**src/rtl/xif_offload_queue.sv**
```systemverilog
// CORE-V-XIF coprocessor front end: accepts one custom opcode, buffers it until
// commit, dispatches committed entries in order to one execution unit, returns results.
module xif_offload_queue #(
  parameter int unsigned DEPTH         = 2,
  parameter int unsigned ID_WIDTH      = 4,
  parameter int unsigned XLEN          = 32,
  parameter logic [6:0]  ACCEPT_OPCODE = 7'h0B
) (
  input  logic                clk_i,
  input  logic                rst_ni,
  input  logic                issue_valid_i,
  output logic                issue_ready_o,
  input  logic [31:0]         issue_instr_i,
  input  logic [ID_WIDTH-1:0] issue_id_i,
  input  logic [2*XLEN-1:0]   issue_rs_i,
  input  logic [1:0]          issue_rs_valid_i,
  output logic                issue_accept_o,
  output logic                issue_writeback_o,
  input  logic                commit_valid_i,
  input  logic [ID_WIDTH-1:0] commit_id_i,
  input  logic                commit_kill_i,
  output logic                ex_valid_o,
  input  logic                ex_ready_i,
  output logic [31:0]         ex_instr_o,
  output logic [2*XLEN-1:0]   ex_rs_o,
  input  logic                ex_done_i,
  input  logic [XLEN-1:0]     ex_data_i,
  output logic                result_valid_o,
  input  logic                result_ready_i,
  output logic [ID_WIDTH-1:0] result_id_o,
  output logic [XLEN-1:0]     result_data_o,
  output logic [4:0]          result_rd_o,
  output logic                result_we_o
);

  localparam int unsigned PTR_W = $clog2(DEPTH);
  localparam int unsigned CNT_W = PTR_W + 1;

  typedef enum logic [1:0] {
    E_FREE,
    E_PENDING,
    E_COMMITTED,
    E_KILLED
  } ent_state_e;

  typedef enum logic [1:0] {
    S_IDLE,
    S_DISPATCH,
    S_WAIT,
    S_RESP
  } fsm_state_e;

  ent_state_e          ent_state_q [DEPTH];
  ent_state_e          ent_state_d [DEPTH];
  logic [ID_WIDTH-1:0] ent_id_q    [DEPTH];
  logic [ID_WIDTH-1:0] ent_id_d    [DEPTH];
  logic [31:0]         ent_instr_q [DEPTH];
  logic [31:0]         ent_instr_d [DEPTH];
  logic [2*XLEN-1:0]   ent_rs_q    [DEPTH];
  logic [2*XLEN-1:0]   ent_rs_d    [DEPTH];

  logic [PTR_W-1:0]    head_q, head_d;
  logic [PTR_W-1:0]    tail_q, tail_d;
  logic [CNT_W-1:0]    count_q, count_d;
  fsm_state_e          state_q, state_d;

  logic [ID_WIDTH-1:0] result_id_q, result_id_d;
  logic [XLEN-1:0]     result_data_q, result_data_d;
  logic [4:0]          result_rd_q, result_rd_d;
  logic                result_we_q, result_we_d;

  logic                push;
  logic                pop;
  logic                latch_result;
  ent_state_e          head_state;
  logic [31:0]         head_instr;

  assign issue_ready_o     = (count_q != CNT_W'(DEPTH));
  assign issue_accept_o    = (issue_instr_i[6:0] == ACCEPT_OPCODE) & (&issue_rs_valid_i);
  assign issue_writeback_o = issue_accept_o & (issue_instr_i[11:7] != 5'd0);
  assign push              = issue_valid_i & issue_ready_o & issue_accept_o;

  assign head_state = ent_state_q[head_q];
  assign head_instr = ent_instr_q[head_q];

  // Head FSM: one instruction in flight between dispatch and result handshake
  always_comb begin
    state_d      = state_q;
    pop          = 1'b0;
    latch_result = 1'b0;
    unique case (state_q)
      S_IDLE: begin
        if (count_q != '0) begin
          if (head_state == E_KILLED) begin
            pop = 1'b1;
          end else if (head_state == E_COMMITTED) begin
            state_d = S_DISPATCH;
          end
        end
      end
      S_DISPATCH: begin
        if (ex_ready_i) state_d = S_WAIT;
      end
      S_WAIT: begin
        if (ex_done_i) begin
          latch_result = 1'b1;
          state_d      = S_RESP;
        end
      end
      S_RESP: begin
        if (result_ready_i) begin
          pop     = 1'b1;
          state_d = S_IDLE;
        end
      end
      default: state_d = S_IDLE;
    endcase
  end

  // Queue storage: commit matching, push at tail, pop at head
  always_comb begin
    ent_state_d = ent_state_q;
    ent_id_d    = ent_id_q;
    ent_instr_d = ent_instr_q;
    ent_rs_d    = ent_rs_q;
    head_d      = head_q;
    tail_d      = tail_q;
    count_d     = count_q + CNT_W'(push) - CNT_W'(pop);

    for (int i = 0; i < DEPTH; i++) begin
      if (commit_valid_i && (ent_state_q[i] == E_PENDING) && (ent_id_q[i] == commit_id_i)) begin
        ent_state_d[i] = commit_kill_i ? E_KILLED : E_COMMITTED;
      end
    end

    if (pop) begin
      ent_state_d[head_q] = E_FREE;
      head_d              = head_q + PTR_W'(1);
    end

    // A pushed entry sees a same-cycle commit of its own id
    if (push) begin
      ent_id_d[tail_q]    = issue_id_i;
      ent_instr_d[tail_q] = issue_instr_i;
      ent_rs_d[tail_q]    = issue_rs_i;
      if (commit_valid_i && (commit_id_i == issue_id_i)) begin
        ent_state_d[tail_q] = commit_kill_i ? E_KILLED : E_COMMITTED;
      end else begin
        ent_state_d[tail_q] = E_PENDING;
      end
      tail_d = tail_q + PTR_W'(1);
    end
  end

  always_comb begin
    result_id_d   = result_id_q;
    result_data_d = result_data_q;
    result_rd_d   = result_rd_q;
    result_we_d   = result_we_q;
    if (latch_result) begin
      result_id_d   = ent_id_q[head_q];
      result_data_d = ex_data_i;
      result_rd_d   = head_instr[11:7];
      result_we_d   = (head_instr[11:7] != 5'd0);
    end
  end

  always_ff @(posedge clk_i) begin
    if (!rst_ni) begin
      state_q       <= S_IDLE;
      head_q        <= '0;
      tail_q        <= '0;
      count_q       <= '0;
      result_id_q   <= '0;
      result_data_q <= '0;
      result_rd_q   <= '0;
      result_we_q   <= 1'b0;
      for (int i = 0; i < DEPTH; i++) ent_state_q[i] <= E_FREE;
    end else begin
      state_q       <= state_d;
      head_q        <= head_d;
      tail_q        <= tail_d;
      count_q       <= count_d;
      result_id_q   <= result_id_d;
      result_data_q <= result_data_d;
      result_rd_q   <= result_rd_d;
      result_we_q   <= result_we_d;
      ent_state_q   <= ent_state_d;
    end
  end

  // Payload is qualified by entry state, so it needs no reset
  always_ff @(posedge clk_i) begin
    ent_id_q    <= ent_id_d;
    ent_instr_q <= ent_instr_d;
    ent_rs_q    <= ent_rs_d;
  end

  assign ex_valid_o     = (state_q == S_DISPATCH);
  assign ex_instr_o     = ex_valid_o ? head_instr : 32'd0;
  assign ex_rs_o        = ex_valid_o ? ent_rs_q[head_q] : '0;
  assign result_valid_o = (state_q == S_RESP);
  assign result_id_o    = result_id_q;
  assign result_data_o  = result_data_q;
  assign result_rd_o    = result_rd_q;
  assign result_we_o    = result_we_q;

endmodule
```
**config.mk**
```make
export PLATFORM = sky130hd
export DESIGN_NAME = xif_offload_queue
export DESIGN_NICKNAME = d
export VERILOG_FILES = /design/src/rtl/xif_offload_queue.sv
export SDC_FILE = /design/constraint.sdc
export NUM_CORES = 1
export LEC_CHECK = 0
export CORE_ASPECT_RATIO = 0.75
export CORE_MARGIN = 10
export CORE_UTILIZATION = 51
export DETAILED_ROUTE_END_ITERATION = 6
export GPL_TIMING_DRIVEN = 0
export PLACE_DENSITY_LB_ADDON = 0.05
export SLEW_MARGIN = 20
export SYNTH_ARGS = -nofsm -noshare
export SYNTH_HDL_FRONTEND = slang
export SYNTH_SLANG_ARGS = --single-unit
```
**constraint.sdc**
```tcl
create_clock -name clk_i -period 10.08 [get_ports clk_i]
set_clock_uncertainty 0.1 [all_clocks]
set_input_delay 1.008 -clock clk_i [delete_from_list [all_inputs] [get_ports clk_i]]
set_output_delay 1.008 -clock clk_i [all_outputs]
set_load 0.005 [all_outputs]
```
## Word-level counts from Yosys, hierarchy flattened

Index checks and enable logic that the tools add are counted.

| storage, ports and cells | value |
|---|---|
| bits in registers | 252 |
| bits in latches | 0 |
| bits in writable memories | 0 |
| ROM bits | 0 |
| memories kept | 0 |

| operators by class | value |
|---|---|
| add/sub/neg operators | 4 |
| $mul | 0 |
| div/mod/pow operators | 0 |
| $lt $le $gt $ge | 4 |
| equal/unequal tests | 18 |
| shifts and indexed selects | 0 |
| multiplexer cells | 47 |
| bitwise gates (word level) | 11 |
| reductions and logical operators | 13 |

Operators with widths:

| cell | number |
|---|---|
| $mux W64 | 5 |
| $mux W32 | 5 |
| $bwmux W128 | 1 |
| $bwmux W64 | 1 |
| $demux W64 S1 | 1 |
| $demux W32 S1 | 1 |
| $mux W4 | 7 |
| $mux W2 | 13 |
| $eq A4 B4 Y1 | 3 |
| $ne A2 B2 Y1 const B | 5 |
| $reduce_bool A5 Y1 | 2 |
| $bwmux W8 | 1 |
| $eq A2 B2 Y1 const B | 4 |
| $pmux W2 S4 | 1 |
| $eq A7 B4 Y1 const B | 1 |
| $logic_and A1 B1 Y1 | 7 |
| $eq A2 B1 Y1 const B | 3 |
| $mux W1 | 6 |
| $reduce_and A6 Y1 | 1 |
| $and A1 B1 Y1 | 4 |
| $and A4 B4 Y4 | 1 |
| $bwmux W4 | 1 |
| $demux W2 S1 | 2 |
| $demux W4 S1 | 1 |
| 15 further kinds | 20 |

## Longest topological paths before layout

| logic depth | value |
|---|---|
| depth in word-level cells | 12 |
| mapped depth | 10 |
| gate-level depth less buffers | 10 |

## Worst setup path before layout

Ideal clock, no wire load.

| timing path | value |
|---|---|
| path type | input -> register |
| start | in issue_instr_i[5] |
| end | reg ent_id_q[0] (netlist bit), enable pin |
| library setup time | 0.472 ns |
| arrival time | 4.360 ns |
| slack | 5.148 ns |
| stages on the path | 3 |
| buffers on the path | 0 |
| path through | or4b_4 -> nor4_4 -> and3_1 |

| between the ends | value |
|---|---|
| word-level cells in the longest chain between the ends | 3 |

Ends and longest elaborated chain:

| element | line | text |
|---|---|---|
| from (decl) | 13 | `input logic [31:0] issue_instr_i,` |
| $eq A7 B4 Y1 | 79 | `assign issue_accept_o = (issue_instr_i[6:0] == ACCEPT_OPCODE) & (&issue_rs_valid_i);` |
| $and A1 B1 Y1 | 79 |  |
| via issue_accept_o | 17 | `output logic issue_accept_o,` |
| $and A1 B1 Y1 | 81 | `assign push = issue_valid_i & issue_ready_o & issue_accept_o;` |
| to (signal assigned) | 194 | `ent_id_q <= ent_id_d;` |
| to (decl) | 55 | `logic [ID_WIDTH-1:0] ent_id_q [DEPTH];` |

The timed path passes the listed nets, and every way through them passes these cells.
A chain may end at the register's enable or synchronous reset.

## Worst setup path in the final report

| timing path | value |
|---|---|
| start | in issue_instr_i[5] |
| end | out issue_writeback_o |

| between the ends | value |
|---|---|
| word-level cells in the longest chain between the ends | 3 |

Ends and longest elaborated chain:

| element | line | text |
|---|---|---|
| $eq A7 B4 Y1 | 79 |  |
| $and A1 B1 Y1 | 79 |  |
| $and A1 B1 Y1 | 80 | `assign issue_writeback_o = issue_accept_o & (issue_instr_i[11:7] != 5'd0);` |
| to (decl) | 18 | `output logic issue_writeback_o,` |

No other way between the ends.

==> impl_metrics.csv <==
group,metric,value,unit
clock_network,clock_sink_count,252,
critical_path,cpMostUsedCell,"clkdlybuf4s50_1",
min_path,min_path_type,"reg -> reg",
clock_network,cts_setup_buffers,0,
cells_and_area,drive_above_1_share,0.05662,
critical_path,crit_chain,"clkdlybuf4s50_1, or4b_4, nor4_4, o21a_1, clkdlybuf4s50_1",
timing,worstMarginPinSlew,0.5615,ns
floorplanning,die-area,25360,um^2
synthesis,syn_nets,860,
detailed_routing,drc,0,
detailed_routing,routed_wl,25420,um
floorplanning,num_io_pins,289,
timing,setup_viol,0,
cells_and_area,final_cell_count_no_fill,1289,
synthesis,yosys-top-cells-count,"200 x edfxtp_1, 107 x nor2_1, 105 x mux2i_1, 76 x nand2_1, 52 x dfxtp_1",
critical_path,cp-end-kind,"output pin",
global_route,grt_pass1_vias,6709,
synthesis,synthXorXnorAreaFrac,0.01243,
detailed_routing,wl_per_cell,19.72,um
timing,whs,0.3524,ns
timing,finalCritPeriodShare,0.4263,
floorplanning,placement_rows,43,
synthesis,synthAdderAreaFrac,0.007611,
timing,period_needed,4.297,ns
global_route,antenna_found_initial,1,
critical_path,crit_path_start_kind,"primary input",
detailed_routing,postRouteAntennaNets,0,
synthesis,yosysMostFrequentCell,"edfxtp_1",
synthesis,synth_top_area_cell,"edfxtp_1",
critical_path,cpMaxStageDelayCell,"or4b_4",
run,drv_cap,0,
synthesis,postSynth.asyncResetShare,0,
global_route,grt_max_degree,53,
clock_network,numCtsBuffers,25,
detailed_routing,vias,6614,
synthesis,synthCells,708,
critical_path,critPathKind,"in -> out",
synthesis,synth_top_family_by_area,"multiplexers",
timing,setup_tns,0,ns
synthesis,synth-simple-area-share,0.09742,
detailed_routing,drt-pass1-iter-count,7,
synthesis,ys_seq_elements,252,
power,peakVddDrop,0.1247,mV
power,p_leak,4.473,nW
clock_network,cts.htree.levels,1,
timing,finalMaxSlewViolations,0,
clock_network,cts.repair.resized,0,
detailed_routing,drt_iter0_markers,394,
cells_and_area,seq_area,7047,um^2
clock_network,ctsHoldBuffers,0,
synthesis,ys_warn_count,0,
clock_network,tritoncts,"built",
global_route,grt_overflow,0,
placement,place_hpwl,18590,um
placement,place_inst,1246,
synthesis,synth_top_area_frac,0.6089,
global_route,grt_usage,0.1893,
placement,place_ws,5.806,ns
global_route,grt_pass1_wl,38290,um
critical_path,cp.required,8.97,ns
floorplanning,fp.dieH,140.4,um
synthesis,ys_types,50,
cells_and_area,diodes,0,
timing,hold_viol_final,0,
cells_and_area,multi_input_area,2639,um^2
clock_network,clkTransAtPathRegs,0.06,ns
floorplanning,die_x,180.6,um
detailed_routing,routed_via_density,5.131,
synthesis,seq_area_frac_synth,0.7144,
run_status,outcome,"finished, final reports clean",
critical_path,worstPathArrival,3.19,ns
synthesis,synth_edf_count,200,
placement,io_buffers,288,
clock_network,insertion_delay,0.51,ns
critical_path,critical_path.max_stage_delay,0.58,ns
floorplanning,initial_utilization,0.5268,
clock_network,clk_path_buf_depth,3,
cells_and_area,fill_cells,1267,
synthesis,synth_area,9863,um^2
critical_path,critPathMaxFanout,6,
cells_and_area,final_util,0.7431,
timing,setup_ws,5.783,ns
cells_and_area,areaGrowthSynthToFinish,41.05,%
floorplanning,core,18720,um^2
power,p_per_area,149.4,nW/um^2
clock_network,clockRootBuffer,"clkbuf_16",
synthesis,synthFlopType,"edfxtp_1",
timing,rsz0062_at_grt,"no",
placement,place_congestion,0.8675,
synthesis,syn_area_per_cell,13.93,um^2
synthesis,synthMuxAreaShare,0.1088,
cells_and_area,nets,1178,
timing,max-slew-margin-rel,0.6256,
synthesis,netlist_top_cells_area,"edfxtp_1 61%, mux2i_1 11%, dfxtp_1 11%, nor2_1 4.1%, nand2_1 2.9%",
timing,fmax,0.2327,GHz
synthesis,synth_compound_area_frac,0.04072,
## state kept, by name, summed over array words and instances, names as in the netlist
signal and count:
result_we_o 1, result_id_o 4, ent_id_q 8, ent_state_q 4, head_q 1, count_q 2
result_rd_o 5, tail_q 1, state_q 2, ent_rs_q 128, ent_instr_q 64, result_data_o 32
## placed cells by master, fill, tap and decap left out, drive strengths merged, types with 3 or more instances in the layout
| cell type | n |
|---|---|
| buf | 18 |
| edfxtp | 200 |
| clkbuf | 55 |
| a21oi | 34 |
| a211oi | 9 |
| a31oi | 5 |
| xnor2 | 8 |
| nand4 | 4 |
| nor2 | 107 |
| clkdlybuf4s50 | 288 |
| o21ai | 4 |
| inv | 7 |
| xor2 | 6 |
| nand3b | 3 |
| clkinv | 9 |
| ha | 6 |
| nor4 | 4 |
| dfxtp | 52 |
| nand2 | 76 |
| mux2i | 105 |
| and2 | 5 |
| or2 | 4 |
## critical path, delay by kind of cell
family	cells	cell delay [ns]
compound gates	1	0.19
buf+inv	2	1.00
simple gates	2	0.99
## where the power goes
part | internal (mW) | switching, mW | leakage [nW]
registers | 1.12 | 0.0000762 | 2.22
clock network | 0.514 | 0.367 | 0.377
logic | 0.0536 | 0.0234 | 1.88
total | 1.69 | 0.390 | 4.47
## through the flow
step           cell area [um^2]  total power [mW]
5_1_grt                   13910             2.138
6_report                  13910             2.078
3_5_place_dp              13150             1.219
2_1_floorplan              9863             1.152
3_3_place_gp              13060             1.216
4_1_cts                   13910             2.092
## path summary, 6_finish.rpt
check	start	end	slack, ns	cells after the start
max	issue_instr_i[5]	issue_writeback_o	5.78	5
min	result_data_o[31]	result_data_o[31]	0.35	2
max reg2reg	state_q[0]	count_q[1]	7.58	10
min reg2reg	result_data_o[31]	result_data_o[31]	0.35	2
## final cells by class
| cell class | count | area share |
|---|---|---|
| clock inverters | 10 | 0.006835 |
| plain buffers | 37 | 0.01097 |
| multi-input cells | 411 | 0.1897 |
| repair buffers | 291 | 0.2131 |
| inverters | 8 | 0.002518 |
| flip-flops and latches | 252 | 0.5065 |
| clock buffers | 33 | 0.04812 |
| well taps | 247 | 0.02221 |
## kinds of logic (layout without fill, tap and decap cells)
group	count (synthesis)	after routing
simple gates	219	219
compound gates	65	65
mux	107	107
buf+inv	45	379
flops	252	252
fa+ha+maj	6	6
xor+xnor	14	14
## per-layer routing
| metal | GRT usage | share of wire | up-vias |
|---|---|---|---|
| li1 | - | - | 3194 |
| met1 | 0.2240 | 0.39 | 3165 |
| met2 | 0.3226 | 0.49 | 223 |
| met3 | 0.07593 | 0.099 | 30 |
| met4 | 0.03316 | 0.014 | 2 |
| met5 | 0 | 0.00051 | - |
Power figures use the tool's default switching activity.
==> patch: new RTL, same settings <==
`result_rd_q` no longer has a reset.
--- a/src/rtl/xif_offload_queue.sv
+++ b/src/rtl/xif_offload_queue.sv
@@ -173,7 +173,6 @@
       count_q       <= '0;
       result_id_q   <= '0;
       result_data_q <= '0;
-      result_rd_q   <= '0;
       result_we_q   <= 1'b0;
       for (int i = 0; i < DEPTH; i++) ent_state_q[i] <= E_FREE;
     end else begin
@@ -183,10 +182,13 @@
       count_q       <= count_d;
       result_id_q   <= result_id_d;
       result_data_q <= result_data_d;
-      result_rd_q   <= result_rd_d;
       result_we_q   <= result_we_d;
       ent_state_q   <= ent_state_d;
     end
+  end
+
+  always_ff @(posedge clk_i) begin
+    result_rd_q <= result_rd_d;
   end
 
   // Payload is qualified by entry state, so it needs no reset
Function: changed (Yosys sat finds a counterexample within 10 cycles, from zero or initial values and one cycle with rst_ni low; the reset may be asserted at any time).
==> patch against the unedited design <==
  * Design area increased by 0.63%
  * Synthesized cell count decreased by 2.8%
  * Area after synthesis increased by 1.4%
  * Wire length decreased by 2.2%
  * Sequential cell count unchanged
  * Setup slack improved by 0.064 ns
  * Critical path type is now register to primary output
Power is not compared: it rests on default switching activity, and its combinational part moved more than twofold at a synthesized area within 25%.
==> patch: results (changes against the unedited design) <==
vias per cell 5.06 (-1.3%); overall routing resource usage 18.7% (-0.27 points); placed inst area 0.0133 mm² (+0.88%); Worst setup endpoint ex_instr_o[10]; top cells by area, synth edfxtp_1 62%, mux2i_1 10%, dfxtp_1 9.4%; met1 Usage GRT 21.8% (-0.55 points); worst slack, placed 6.05 ns (+0.248 ns); fin cells 1278 (-0.85%); H-Tree Depth 1 (unchanged); r2r setup slk 7.66 ns (+0.08 ns); Fillers 1352 (+6.7%); top cells by count, synth 205 x edfxtp_1, 101 x mux2i_1, 94 x nor2b_1, 72 x nand2_1, 47 x dfxtp_1; first-pass GRT wire length 37900 µm (-0.92%); DP HPWL 18000 µm (-3.4%); critical path launch point state_q[1]; GRT met3 Usage 8.82% (+1.2 points); status complete, no violations; vias in the first global route 6670 (-0.58%); routed wire length per instance 19.5 µm (-1.3%); Max transition margin 51.9% (-11 points); wire length on met2 11700 µm (-6.1%); HP Start result_data_o[7]; WL met3 3070 µm (+22%); worst-path fanout max 10 (+4); slowest stage delay, CP 0.54 ns (-0.04 ns); initial antenna violation count 2 (+1); Yosys cell types 39 (-22%); Crit path arrival time 3.13 ns (-0.06 ns); CP max stage cell clkdlybuf4s50_1; 1st-pass router iterations 4 (-3); EDFF count, synth 205 (+2.5%); Placed Cells 1231 (-1.2%); syn nets 840 (-2.3%); wl on met1 9640 µm (-3.9%); R2R depth 9 (-1); met2 Use GR 30.8% (-1.5 points); Ys Warns 0 (unchanged); largest net degree at the start of global routing 66 (+25%); hold slack 0.352 ns (-0.000316 ns); Seq/Total Area, Yosys 71.0% (-0.47 points); First DRT Iteration DRCs 403 (+2.3%); WHS Endpoint result_data_o[7]
-- patch: cell count changes after synthesis, sizes merged, moves of 7 or more --
cell   change
nor2      -97
nor2b     +93
inv        +7
xnor2      +7
-- patch: logic make-up after synthesis --
logic type | Yosys count | synth area share [%]
AOI/OAI and AO/OA | 58 | 3.48
adders and majority gates | 6 | 0.751
and+or+nand+nor | 203 | 10.9
DFF | 252 | 71.0
muxes | 104 | 10.4
xor gates and xnor gates | 16 | 1.40
buffers and inverters | 49 | 1.99
-- patch: final cells by class --
type | instances | area (µm²) | share of cell area [%]
diodes | 1 | 2.50 | 0.0179
plain buffers | 34 | 143 | 1.02
clock buffers | 33 | 666 | 4.75
clock inverters | 13 | 68.8 | 0.492
inverters | 15 | 66.3 | 0.474
multi-input cells | 387 | 2700 | 19.3
flip-flops and latches | 252 | 7100 | 50.7
well taps | 253 | 317 | 2.26
repair buffers | 290 | 2940 | 21.0
